===== src/rtl/alu_seq_if.sv =====
// alu_seq_if: operand/opcode request and result/flag response bundle for alu_seq.
// The master drives the request and out_ready; the slave (the ALU) drives the rest.
interface alu_seq_if #(
    parameter int W = 8
);
    logic         in_valid;
    logic         in_ready;
    logic [W-1:0] a;
    logic [W-1:0] b;
    logic [3:0]   alu_ctrl;
    logic         out_valid;
    logic         out_ready;
    logic [W-1:0] alu_o;
    logic         cout;
    logic         zero;
    logic         ovf;
    logic         illegal;

    modport master (
        output in_valid, a, b, alu_ctrl, out_ready,
        input  in_ready, out_valid, alu_o, cout, zero, ovf, illegal
    );

    modport slave (
        input  in_valid, a, b, alu_ctrl, out_ready,
        output in_ready, out_valid, alu_o, cout, zero, ovf, illegal
    );
endinterface


===== src/rtl/alu_seq.sv =====
// alu_seq: registered W-bit ALU with valid/ready handshakes on both sides.
// Single-cycle ops land in the result register one edge after acceptance;
// the iterative shift-add multiplier (opcode 13) takes W cycles.
// Build option: define ALU_MUL_EN to compile in the multiplier and its MUL
// state; without it opcode 13 is reported as illegal like any unused code.
module alu_seq #(
    parameter int W = 8
) (
    input  logic     clk,
    input  logic     rst_n,
    alu_seq_if.slave bus
);
    localparam int SW = $clog2(W);
    localparam int CW = $clog2(W) + 1;

`ifdef ALU_MUL_EN
    typedef enum logic [1:0] {S_IDLE, S_MUL, S_DONE} state_t;
`else
    typedef enum logic [0:0] {S_IDLE, S_DONE} state_t;
`endif

    state_t       state_q, state_d;
    logic [W-1:0] alu_q, alu_d;
    logic         cout_q, cout_d;
    logic         zero_q, zero_d;
    logic         ovf_q, ovf_d;
    logic         ill_q, ill_d;
    logic         in_ready_w;
    logic         take_op;

    // Single-cycle datapath results for the opcode currently on the bus
    logic [W:0]    sum_w;
    logic [W:0]    diff_w;
    logic [SW-1:0] sh_w;
    logic [W-1:0]  op_res;
    logic          op_cout;
    logic          op_ovf;
    logic          op_ill;

    assign sum_w  = {1'b0, bus.a} + {1'b0, bus.b};
    assign diff_w = {1'b0, bus.a} - {1'b0, bus.b};
    assign sh_w   = bus.b[SW-1:0];

    // Decode the opcode into result and flags for every single-cycle operation
    always_comb begin
        op_res  = '0;
        op_cout = 1'b0;
        op_ovf  = 1'b0;
        op_ill  = 1'b0;
        case (bus.alu_ctrl)
            4'd0:  op_res = bus.a & bus.b;
            4'd1:  op_res = bus.a | bus.b;
            4'd3:  op_res = bus.a ^ bus.b;
            4'd12: op_res = ~(bus.a | bus.b);
            4'd2: begin
                op_res  = sum_w[W-1:0];
                op_cout = sum_w[W];
                op_ovf  = (bus.a[W-1] == bus.b[W-1]) && (sum_w[W-1] != bus.a[W-1]);
            end
            4'd6: begin
                op_res  = diff_w[W-1:0];
                op_cout = diff_w[W];
                op_ovf  = (bus.a[W-1] != bus.b[W-1]) && (diff_w[W-1] != bus.a[W-1]);
            end
            4'd7:  op_res = {{(W-1){1'b0}}, diff_w[W]};
            4'd8:  op_res = {{(W-1){1'b0}}, ($signed(bus.a) < $signed(bus.b))};
            4'd4:  op_res = bus.a << sh_w;
            4'd5:  op_res = bus.a >> sh_w;
            4'd9:  op_res = W'($signed(bus.a) >>> sh_w);
            default: op_ill = 1'b1;
        endcase
    end

`ifdef ALU_MUL_EN
    // Multiplier: multiplicand shifts left, multiplier shifts right, and the
    // accumulator picks up the multiplicand whenever the multiplier LSB is set.
    logic [2*W-1:0] mcand_q;
    logic [W-1:0]   mplier_q;
    logic [2*W-1:0] acc_q;
    logic [CW-1:0]  count_q;
    logic [2*W-1:0] acc_step;
    logic           start_mul;
    logic           is_mul;

    assign acc_step = mplier_q[0] ? (acc_q + mcand_q) : acc_q;
    assign is_mul   = (bus.alu_ctrl == 4'd13);

    // Latch operands on a MUL accept, then step once per cycle in MUL
    always_ff @(posedge clk or negedge rst_n) begin
        if (!rst_n) begin
            mcand_q  <= '0;
            mplier_q <= '0;
            acc_q    <= '0;
            count_q  <= '0;
        end else if (start_mul) begin
            mcand_q  <= {{W{1'b0}}, bus.a};
            mplier_q <= bus.b;
            acc_q    <= '0;
            count_q  <= CW'(W);
        end else if (state_q == S_MUL) begin
            acc_q    <= acc_step;
            mcand_q  <= mcand_q << 1;
            mplier_q <= mplier_q >> 1;
            count_q  <= count_q - 1'b1;
        end
    end
`endif

    // Next state, handshake and result-register loads
    always_comb begin
        state_d    = state_q;
        alu_d      = alu_q;
        cout_d     = cout_q;
        zero_d     = zero_q;
        ovf_d      = ovf_q;
        ill_d      = ill_q;
        in_ready_w = 1'b0;
        take_op    = 1'b0;
`ifdef ALU_MUL_EN
        start_mul  = 1'b0;
`endif
        case (state_q)
            S_IDLE: begin
                in_ready_w = 1'b1;
                take_op    = bus.in_valid;
            end
`ifdef ALU_MUL_EN
            S_MUL: begin
                if (count_q == CW'(1)) begin
                    state_d = S_DONE;
                    alu_d   = acc_step[W-1:0];
                    cout_d  = |acc_step[2*W-1:W];
                    zero_d  = (acc_step[W-1:0] == '0);
                    ovf_d   = 1'b0;
                    ill_d   = 1'b0;
                end
            end
`endif
            S_DONE: begin
                // A new op may only enter when the held result leaves
                in_ready_w = bus.out_ready;
                if (bus.out_ready) begin
                    if (bus.in_valid) take_op = 1'b1;
                    else              state_d = S_IDLE;
                end
            end
            default: state_d = S_IDLE;
        endcase

        if (take_op) begin
`ifdef ALU_MUL_EN
            if (is_mul) begin
                state_d   = S_MUL;
                start_mul = 1'b1;
            end else begin
`else
            begin
`endif
                state_d = S_DONE;
                alu_d   = op_res;
                cout_d  = op_cout;
                zero_d  = (op_res == '0);
                ovf_d   = op_ovf;
                ill_d   = op_ill;
            end
        end
    end

    // State and result registers; reset discards any multiply in flight
    always_ff @(posedge clk or negedge rst_n) begin
        if (!rst_n) begin
            state_q <= S_IDLE;
            alu_q   <= '0;
            cout_q  <= 1'b0;
            zero_q  <= 1'b0;
            ovf_q   <= 1'b0;
            ill_q   <= 1'b0;
        end else begin
            state_q <= state_d;
            alu_q   <= alu_d;
            cout_q  <= cout_d;
            zero_q  <= zero_d;
            ovf_q   <= ovf_d;
            ill_q   <= ill_d;
        end
    end

    assign bus.in_ready  = in_ready_w;
    assign bus.out_valid = (state_q == S_DONE);
    assign bus.alu_o     = alu_q;
    assign bus.cout      = cout_q;
    assign bus.zero      = zero_q;
    assign bus.ovf       = ovf_q;
    assign bus.illegal   = ill_q;
endmodule


===== src/flat_wrapper.sv =====
// flat-port wrapper written by rule: the top's interface ports become plain ports
module alu_seq_flat 
#(
    parameter int W = 8
)
  (clk, rst_n, bus_in_valid, bus_a, bus_b, bus_alu_ctrl, bus_out_ready, bus_in_ready, bus_out_valid, bus_alu_o, bus_cout, bus_zero, bus_ovf, bus_illegal);
  alu_seq_if #(.W(W)) bus_i ();
  input  logic clk;
  input  logic rst_n;
  input wire logic [$bits(bus_i.in_valid)-1:0] bus_in_valid;
  input wire logic [$bits(bus_i.a)-1:0] bus_a;
  input wire logic [$bits(bus_i.b)-1:0] bus_b;
  input wire logic [$bits(bus_i.alu_ctrl)-1:0] bus_alu_ctrl;
  input wire logic [$bits(bus_i.out_ready)-1:0] bus_out_ready;
  output wire logic [$bits(bus_i.in_ready)-1:0] bus_in_ready;
  output wire logic [$bits(bus_i.out_valid)-1:0] bus_out_valid;
  output wire logic [$bits(bus_i.alu_o)-1:0] bus_alu_o;
  output wire logic [$bits(bus_i.cout)-1:0] bus_cout;
  output wire logic [$bits(bus_i.zero)-1:0] bus_zero;
  output wire logic [$bits(bus_i.ovf)-1:0] bus_ovf;
  output wire logic [$bits(bus_i.illegal)-1:0] bus_illegal;
  assign bus_i.in_valid = bus_in_valid;
  assign bus_i.a = bus_a;
  assign bus_i.b = bus_b;
  assign bus_i.alu_ctrl = bus_alu_ctrl;
  assign bus_i.out_ready = bus_out_ready;
  assign bus_in_ready = bus_i.in_ready;
  assign bus_out_valid = bus_i.out_valid;
  assign bus_alu_o = bus_i.alu_o;
  assign bus_cout = bus_i.cout;
  assign bus_zero = bus_i.zero;
  assign bus_ovf = bus_i.ovf;
  assign bus_illegal = bus_i.illegal;
  alu_seq #(.W(W)) u_core (.clk(clk), .rst_n(rst_n), .bus(bus_i));
endmodule

===== config.mk =====
export PLATFORM = sky130hd
export DESIGN_NAME = alu_seq_flat
export DESIGN_NICKNAME = d
export VERILOG_FILES = /design/src/rtl/alu_seq_if.sv /design/src/rtl/alu_seq.sv /design/src/flat_wrapper.sv
export SDC_FILE = /design/constraint.sdc
export NUM_CORES = 1
export LEC_CHECK = 0
export ABC_AREA = 1
export CAP_MARGIN = 10
export CORE_MARGIN = 8
export CORE_UTILIZATION = 55
export CTS_CLUSTER_DIAMETER = 100
export CTS_CLUSTER_SIZE = 20
export DETAILED_ROUTE_END_ITERATION = 8
export PLACE_DENSITY = 0.86
export SETUP_SLACK_MARGIN = 0.1
export SLEW_MARGIN = 20
export SYNTH_ARGS = -nofsm -noshare
export SYNTH_HDL_FRONTEND = slang
export SYNTH_SLANG_ARGS = --single-unit

===== constraint.sdc =====
create_clock -name clk -period 3.2 [get_ports clk]
set_input_delay 0.64 -clock clk [delete_from_list [all_inputs] [get_ports clk]]
set_output_delay 0.64 -clock clk [all_outputs]
set_load 0.1 [all_outputs]

==> PnR_summary.wiki <==
{| class="wikitable"
! Metric !! Value
|-
| Pre-CTS setup slack || 0.2205 ns
|-
| Global-route congestion overflow total || 0
|-
| Per-cell via count in the routed design || 5.774
|-
| Compound-gate portion of the synthesized area || 0.08608
|-
| Synthesized cell area || 2427 µm²
|-
| Fraction of final layout cells sized beyond drive strength 1 || 0.08903
|-
| Worst min-delay path category || flip-flop to flip-flop
|-
| H-tree lvl count || 1
|-
| First-pass iteration count of the detailed router || 5
|-
| Maximum count of clock buffers along a single path || 2
|-
| Post-Synthesis Cells || roughly 440
|-
| Worst vdd ir || 0.1421 mV
|-
| Count of final hold-check violations || 0
|-
| Crit Reg-Reg Endpoint || u_core.bus.illegal
|-
| Cts-stage hold buffer count || 0
|-
| Post-route worst hold slack || 0.4753 ns
|-
| Post-layout net count || about 540
|-
| Xor/xnor share of the synthesized area || 0.003608
|-
| Count of unique library cells instantiated by Yosys || 29
|-
| Main combinational cell family by area after synthesis || simple AND/OR/NAND/NOR gates
|-
| Register-to-register setup slack || 1.74 ns
|-
| Data required, critical path || between 3 and 4 ns
|-
| Number of antenna violations at the first check in global routing || 0
|-
| Floorplan die area || just under 7000 µm²
|-
| Met3 layer usage reported by global route || 0.02273
|-
| Die boundary height || 82.43 µm
|-
| Tot GR Track Use || 0.2479
|-
| Highest Clock Rate || 359.1 MHz
|-
| Drt total wl || 8321 µm
|-
| Crit Reg-Reg Startpoint || u_core.bus.out_valid
|-
| Crit path DAT || 2.89 ns
|-
| Starting utilization of the core area || 0.5653
|-
| Busiest layer in global routing || met2
|-
| Antenna fix cells || 0
|-
| Setup Total Neg Slack || 0 ns
|-
| R2r worst-path depth || 5
|-
| Maximum Capacitance Violations || 0
|-
| Synthesized area per cell || 5.529 µm²
|-
| Termination of the worst setup path || u_core.bus.alu_o[7]
|-
| Number of rows created at floorplan || 24
|-
| Period utilization || 0.8702
|-
| Clock root buffer master || clkbuf_8
|-
| Yosys synthesis warning count || 0
|-
| Setup ws final || between 0.4 and 0.5 ns
|-
| Final number of max-transition violations || 0
|-
| Pin count of the biggest net entering global routing || 18
|-
| Element type at the critical path start || input port
|-
| #FFs+latches synth || 13
|-
| Worst skew pair latency || 0.24 ns
|-
| Type of the worst setup path || input port to flip-flop
|-
| Post-synthesis share of cell area spent on and, or, nand and nor gates || 0.5144
|-
| Final HPWL DP || 6809 µm
|-
| Share of synthesized cell area in full adder, half adder and majority cells || 0.1505
|-
| Largest fanout on the critical path || 7
|-
| Transition at the pin with the smallest max-transition slack || 0.6090 ns
|-
| CP Capture Type || flip-flop
|-
| Standard cell core area || 4294 µm²
|-
| First DRT Iteration DRCs || 361
|-
| Static Leakage || 1.622 nW
|-
| Buffers inserted during post-CTS setup optimization || 0
|-
| Number of top-level pins || 38
|-
| Final critical-path required period || around 2.8 ns
|-
| Setup repair after global routing missed its margin || false
|-
| Run status || finished, final reports clean
|-
| Number of CTS-inserted buffers || 3
|-
| Drt drc || 0
|-
| Vias in the first global route || 2,728
|-
| Power per unit of standard cell area || about 320 nW/µm²
|-
| Count of filler cells inserted in the layout || 424
|-
| Global Route met2 Usage || 0.4111
|-
| Post-route antenna net violation count || 0
|-
| Routed wirelength normalized by instance count || around 16 µm
|-
| Layout Skew || around 0.00027 ns
|-
| Clock-pin slew on the worst setup and hold paths || 0.05 ns
|-
| Layout overhead on the synthesized area || 20.05%
|-
| Clock tree from TritonCTS || yes
|-
| Beginning of the critical path || bus_b[2]
|-
| Die width || 82.43 µm
|-
| Count of non-filler cells in the finished layout || 535
|-
| Final core utilization || 0.6786
|-
| Port Buffer Count || 37
|-
| Global routing met1 resource utilization || 0.3190
|-
| Hold_sp || u_core.bus.alu_o[5]
|-
| FF+latch area || approximately 330 µm²
|-
| Final RePlAce weighted congestion || 0.9832
|-
| Part of the Yosys area used for sequential elements || 0.1340
|-
| Sum of internal, switching and leakage power || 0.9196 mW
|-
| CTS sink cnt || 13
|-
| Instance area after placement || about 2900 µm²
|-
| Gates resized, CTS repair || 0
|-
| Total vias in the final route || about 3,100
|-
| Max-slew headroom || 0.5925
|-
| Total nets after synthesis || around 490
|-
| Multi-input gate area || 1832 µm²
|-
| Final Setup Violations || 0
|-
| Proportion of synthesized area in mux cells || 0
|-
| Placed Cells incl. Taps || approximately 530
|-
| Final cell area excluding filler cells || roughly 2900 µm²
|-
| First-pass GRT wire length || 13,030 µm
|}
[cell families (layout without fill, tap and decap cells)]
| group | Yosys count | in the layout |
|---|---|---|
| AO/OA/AOI/OAI | 38 | 38 |
| XOR/XNOR | 1 | 1 |
| adder cells (fa/ha/maj) | 28 | 28 |
| buffers and inverters | 67 | 111 |
| flip-flops | 13 | 13 |
| AND/OR/NAND/NOR | 292 | 292 |
[worst max-delay path: stages]
cell             delay [ns]
clkdlybuf4s50_1        0.48
clkinv_1               0.16
ha_1                   0.35
inv_1                  0.19
nand2_1                0.12
nand3_1                0.15
nand4_1                0.20
nand2_1                0.16
nand2_1                0.07
nand2_1                0.06
nor2_1                 0.04
nor2_1                 0.19
o21ai_1                0.09
[cell usage in the layout, fill, tap and decap left out, drive strengths merged]
cell,netlist,routed
fa,2,2
buf,6,27
xor2,1,1
nand4,13,13
o21bai,1,1
clkinv,1,1
o21a,2,2
dfrtp,13,13
a31oi,2,2
nor3,4,4
nor2,50,50
and3,1,1
clkdlybuf4s50,0,23
clkbuf,4,4
nand3b,1,1
nand3,73,73
o22ai,1,1
inv,56,56
o21ai,20,20
ha,26,26
a21oi,11,11
o2111ai,1,1
nand2,150,150
[area by class of cell]
cell class,instances,share of cell area
clock buffers,4,0.01546
inverters,57,0.07342
multi-input cells,359,0.6286
flip-flops and latches,13,0.1116
well taps,52,0.02233
repair buffers,50,0.1486
[sequential cells by signal, summed over array words and instances, names as in the netlist]
register	flops
u_core.bus.zero	1
u_core.bus.ovf	1
u_core.bus.out_valid	1
u_core.bus.cout	1
u_core.bus.alu_o	8
u_core.bus.illegal	1
[cell usage after synthesis, drive strengths merged]
master / number / area (µm²)
a21oi: 11 / 58.81
nor2: 50 / 200.2
clkinv: 1 / 3.750
o21ai: 20 / 100.1
a31oi: 2 / 12.51
o21bai: 1 / 7.510
nand2: 150 / 568.0
fa: 2 / 40.04
nor3: 4 / 20.02
nand3: 73 / 365.4
ha: 26 / 325.3
o22ai: 1 / 6.260
xor2: 1 / 8.760
nand3b: 1 / 7.510
clkbuf: 4 / 16.26
o2111ai: 1 / 8.760
buf: 6 / 40.04
and3: 1 / 6.260
o21a: 2 / 15.01
nand4: 13 / 81.33
dfrtp: 13 / 325.3
inv: 56 / 210.2
[how the worst min path moves through the flow]
| stage | endpoint | slack (ns) | cells past startpoint |
|---|---|---|---|
| after floorplan | u_core.bus.alu_o[0] | 0.34 | 0 |
| after global placement | u_core.bus.alu_o[6] | 0.46 | 2 |
| after detailed placement | u_core.bus.alu_o[5] | 0.47 | 2 |
| after CTS | u_core.bus.alu_o[5] | 0.48 | 2 |
| after global routing | u_core.bus.alu_o[5] | 0.51 | 2 |
| final | u_core.bus.alu_o[5] | 0.48 | 2 |
[where the power goes]
group          internal (mW)  total, mW  switching (mW)  leakage (nW)
combinational          0.156      0.573           0.417          1.44
sequential             0.188      0.201          0.0128         0.164
clock                 0.0880      0.146          0.0577        0.0228
[metal layers]
metal,vias to the layer above,share of wire
li1,1500,-
met1,1366,0.41
met2,200,0.45
met3,23,0.11
met4,0,0.032
met5,-,0
(Power assumes the default switching activity.)
==> RTL change 1 (config.mk and constraints unchanged) <==
Add a define of `ALU_MUL_EN`.
--- a/src/rtl/alu_seq.sv
+++ b/src/rtl/alu_seq.sv
@@ -3,6 +3,8 @@
 // the iterative shift-add multiplier (opcode 13) takes W cycles.
 // Build option: define ALU_MUL_EN to compile in the multiplier and its MUL
 // state; without it opcode 13 is reported as illegal like any unused code.
+`define ALU_MUL_EN
+
 module alu_seq #(
     parameter int W = 8
 ) (
Formal check against the unedited RTL: not equivalent (a bounded check fails within 4 cycles, from zero or initial values and one cycle with rst_n low).
==> RTL change 1 against the original RTL <==
Clock skew is 0.0082 ns higher. Synthesized area is 120% higher. Sequential cell count is 45 higher. Core utilization is 3.5 points lower. Non-clock buffer count is 17 higher. Power grew to 4.3 times the old value. Setup slack better by 0.071 ns. Wire length is 110% higher. Critical path depth is 1 higher. Register-to-register slack worse by 1.1 ns. Die area is 96% higher. Largest power group unchanged. Final area is 110% higher.
==> RTL change 1: results (changes against the original RTL) <==
Psw=0.00196 W (+300%); GRT met2 Usage=45.7% (+4.5 points); largest net degree at the start of global routing=49 (+31); worst hold-check path type=input port to async pin; GRT Total Usage=26.7% (+1.9 points); Mapped Cells=860 (+96%); routed wl met3=1080 um (+17%); status=complete, no violations; worst-path maximum fanout=4 (-3); initial drt markers=633 (+75%); Final clock-cell share=2.75% (+1.2 points); CTS Buf Count=9 (+6); clkbuf count=10 (+6); total of fill cells in the finished design=909 (+110%); Pleak=3.30 nW (+100%); count of plain and timing-repair buffers=67 (+34%); dpl hpwl=13600 um (+99%); multi-input gates=654 (+82%); vias per cell=5.65 (-2.2%); CTS H-Tree Depth=3 (+2); Non-Clock Buffer Area Fraction=8.95% (-5.9 points); clock power share=15.0% (-0.8 points); Multi-input gate area=0.00342 mm^2 (+87%); Synth top cells by count=nand2_1 (262), inv_1 (117), nand3_1 (103); Placer Congestion=1.02 (+3.3%); Layout area overhead=14.4%; routed via count=5934 (+92%); first-pass GRT wire length=28100 um (+120%); Worst Path Arrival=2.99 ns (+0.10 ns); maximum VDD drop=0.000300 V (+110%); Layout Skew=0.00848 ns (+0.00821 ns); routing usage on met3=3.18% (+0.91 points); synthesized flop and latch total=58 (+45); Non-CTS inverters=123 (+120%); Yosys cell types=37 (+28%); worst-margin pin slew=0.593 ns (-0.0157 ns); share of cells above drive strength 1=8.39% (-0.51 points); Worst-Skew Late Latency=0.34 ns (+0.10 ns); Placed Cells incl. Taps=1035 (+95%); fraction of power consumed by sequential logic=30.2% (+8.3 points); top cells by area, synth=dfrtp_1 (27%), nand2_1 (18%), ha_1 (9.6%), nand3_1 (9.5%), inv_1 (8.1%); Synth Area in Adders=10.7% (-4.3 points); post-synthesis sequential area ratio=26.6% (+13 points)
==> RTL change 1: cell count changes in the layout (fill, tap and decap cells not counted), sizes merged, moves of 26 or more <==
cell | before | now
nor2 | 50 | 76
dfrtp | 13 | 58
o21ai | 20 | 48
inv | 56 | 122
nand2 | 150 | 264
nand3 | 73 | 103
==> RTL change 1: worst paths after layout <==
path	start	endpoint	slack, ns	depth (start not counted)
worst max-delay path	bus_a[0]	u_core.bus.zero$_DFF_PN0_	0.49	14
worst min-delay path	rst_n	u_core.acc_q[11]$_DFFE_PN0P_	0.29	1
worst max register to register	u_core.mcand_q[0]$_DFFE_PN0P_	u_core.bus.cout$_DFF_PN0_	0.65	14
worst min register to register	u_core.mplier_q[2]$_DFFE_PN0P_	u_core.mplier_q[2]$_DFFE_PN0P_	0.50	2
max in group asynchronous	rst_n	u_core.bus.alu_o[3]$_DFF_PN0_	2.28	2
min in group clk	u_core.mplier_q[2]$_DFFE_PN0P_	u_core.mplier_q[2]$_DFFE_PN0P_	0.50	2
==> RTL change 1: per-stage QoR <==
stage	area (um^2)	total power [W]	setup WS, ns	hold slack [ns]	utilization [%]
after floorplan	5450	0.00277	0.433	0.344	-
after global placement	6060	0.00330	0.199	0.470	62.6
after detailed placement	6060	0.00333	0.189	0.480	62.6
after CTS	6230	0.00394	0.529	0.501	64.3
after global routing	6230	0.00427	0.311	0.341	64.4
final	6230	0.00395	0.487	0.292	64.4
==> RTL change 1: critical path, stage by stage <==
cell	delay (ns)
clkdlybuf4s50_1	0.47
inv_1	0.18
ha_1	0.19
inv_1	0.07
fa_1	0.42
nand3_1	0.14
nand3_1	0.08
nand3_1	0.13
nand3_1	0.09
nor2_1	0.22
nand3_1	0.11
nor2_1	0.09
nand3_1	0.08
nand2_1	0.07
==> RTL change 2 (same flow settings) <==
Without the edit above. Remove the case item `4'd4` of the case on `bus.alu_ctrl`.
--- a/src/rtl/alu_seq.sv
+++ b/src/rtl/alu_seq.sv
@@ -64,7 +64,6 @@
             end
             4'd7:  op_res = {{(W-1){1'b0}}, diff_w[W]};
             4'd8:  op_res = {{(W-1){1'b0}}, ($signed(bus.a) < $signed(bus.b))};
-            4'd4:  op_res = bus.a << sh_w;
             4'd5:  op_res = bus.a >> sh_w;
             4'd9:  op_res = W'($signed(bus.a) >>> sh_w);
             default: op_ill = 1'b1;
Behaviour: not the same (a bounded check fails within 4 cycles, from zero or initial values and one cycle with rst_n low).
==> RTL change 2 against the original RTL <==
Power decreased by 3.8%. Setup slack got worse by 0.011 ns. Global-route usage decreased by 0.92 points. Sequential cell count unchanged. Synthesized area decreased by 8.7%. Non-clock buffer count decreased by 6. Wire length decreased by 9.3%. Worst hold slack improved by 0.0057 ns. Final area decreased by 7.9%. Sequential power about the same.
==> RTL change 2: results (changes against the original RTL) <==
initial drt markers=244 (-32%); post-synth top area cell=nand2_1; CTS Buf Count=3 (unchanged); Layout Skew=0.00373 ns (+0.00346 ns); CTS H-Tree Depth=1 (unchanged); asr flop ratio synth=100% (unchanged); Placed Cells incl. Taps=494 (-7.0%); Routed wire per std cell=15.1 um (-2.6%); post-synthesis xor/xnor area fraction=0.395% (+0.034 points); post-CTS setup buffers=0 (unchanged); max reg flops=8 (unchanged); vias per cell=5.53 (-4.2%); drt total wl=7540 um (-9.3%); Worst R2R Setup Slack=1.82 ns (+0.08 ns); Worst-path clk slew=0.05 ns (about the same); Worst-Skew Late Latency=0.24 ns (about the same); worst-path maximum fanout=7 (unchanged); Yosys cell types=26 (-10%); yosys warns=0 (unchanged); Worst Path Arrival=2.98 ns (+0.09 ns); top cells by area, synth=nand2_1 (23%), dfrtp_1 (15%), ha_1 (14%), nand3_1 (12%), nor2_1 (10%); slowest stage cell on the critical path=clkdlybuf4s50_1; maximum VDD drop=0.000119 V (-16%); dpl hpwl=6240 um (-8.4%); vias in the first global route=2516 (-7.8%); post-place instance area=0.00264 mm^2 (-8.0%); input/output buffers=37 (unchanged); post-synthesis mux area share=0% (unchanged); first-pass GRT wire length=12100 um (-6.8%); Root Buffer=clkbuf_8; largest net degree at the start of global routing=19 (+1); syn_nets=457 (-6.9%); Pleak=1.50 nW (-7.6%); Top delay family on crit path=simple AND/OR/NAND/NOR gates; Placer Congestion=1.09 (+11%); antenna violations before repair=0 (unchanged); n_diodes=0 (unchanged); post-synthesis sequential area ratio=14.7% (+1.3 points); pre-CTS setup slack=0.228 ns (+0.00759 ns); maximum clock path buffer count=2 (unchanged); max incr delay on CP=0.56 ns (+0.08 ns); Synth top cells by count=nand2_1 (137), nor2_1 (59), inv_1 (51), nand3_1 (51), ha_1 (25); commonest register cell after synthesis=dfrtp_1; Synth Area in Adders=15.9% (+0.86 points); share of cells above drive strength 1=7.37% (-1.5 points); GRT Total Usage=23.9% (-0.92 points); drt pass-1 iters=6 (+1); status=complete, no violations; Mapped Cells=406 (-7.5%); hold_ws=0.481 ns (+0.00566 ns); Resized cells post-CTS=0 (unchanged); Slew HR=48.5% (-11 points); worst hold-check path type=register to register; Synth Area in Compound Gates=10.8% (+2.2 points); min cycle time layout=2.80 ns (+0.0106 ns)
[RTL change 2: changes by cell type after synthesis, moves of 2 or more]
| cell | before | now |
|---|---|---|
| o21ai_0 | 19 | 23 |
| buf_4 | 4 | 0 |
| nor2_2 | 5 | 1 |
| a21oi_1 | 10 | 17 |
| o21a_1 | 2 | 0 |
| nand3_1 | 73 | 51 |
| nor3_1 | 4 | 0 |
| nand4_1 | 13 | 2 |
| nand2_1 | 148 | 137 |
| nor2_1 | 45 | 59 |
[RTL change 2: routing by layer]
layer	track usage [%]	share of wire, %	wire, um	up-vias
met5	0	0	0	-
met1	30.3	40	3030	1214
li1	-	-	-	1369
met2	39.6	48	3620	153
met3	3.49	9.4	709	19
met4	8.89	2.3	177	0
[RTL change 2: layout make-up]
cell class	instances	area (um^2)
clock buffer	4	45.0
inverter	57	214
tap	50	62.6
timing repair buffer	44	388
sequential	13	325
multi-input combinational	330	1650
fill	387	1260
[RTL change 2: final timing paths]
kind                                                        end  cells after the start                            start
worst max-delay path                u_core.bus.zero$_DFFE_PN0P_                     15                         bus_b[2]
worst min-delay path            u_core.bus.alu_o[2]$_DFFE_PN0P_                      2  u_core.bus.alu_o[2]$_DFFE_PN0P_
worst max register to register      u_core.bus.cout$_DFFE_PN0P_                      7   u_core.bus.out_valid$_DFF_PN0_
worst min register to register  u_core.bus.alu_o[2]$_DFFE_PN0P_                      2  u_core.bus.alu_o[2]$_DFFE_PN0P_
max in group asynchronous       u_core.bus.alu_o[2]$_DFFE_PN0P_                      1                            rst_n
min in group asynchronous       u_core.bus.alu_o[0]$_DFFE_PN0P_                      1                            rst_n
[RTL change 2: where the power goes]
group	internal, W	switching (W)
Combinational	0.000143	0.000395
Clock	0.0000879	0.0000577
Sequential	0.000188	0.0000126
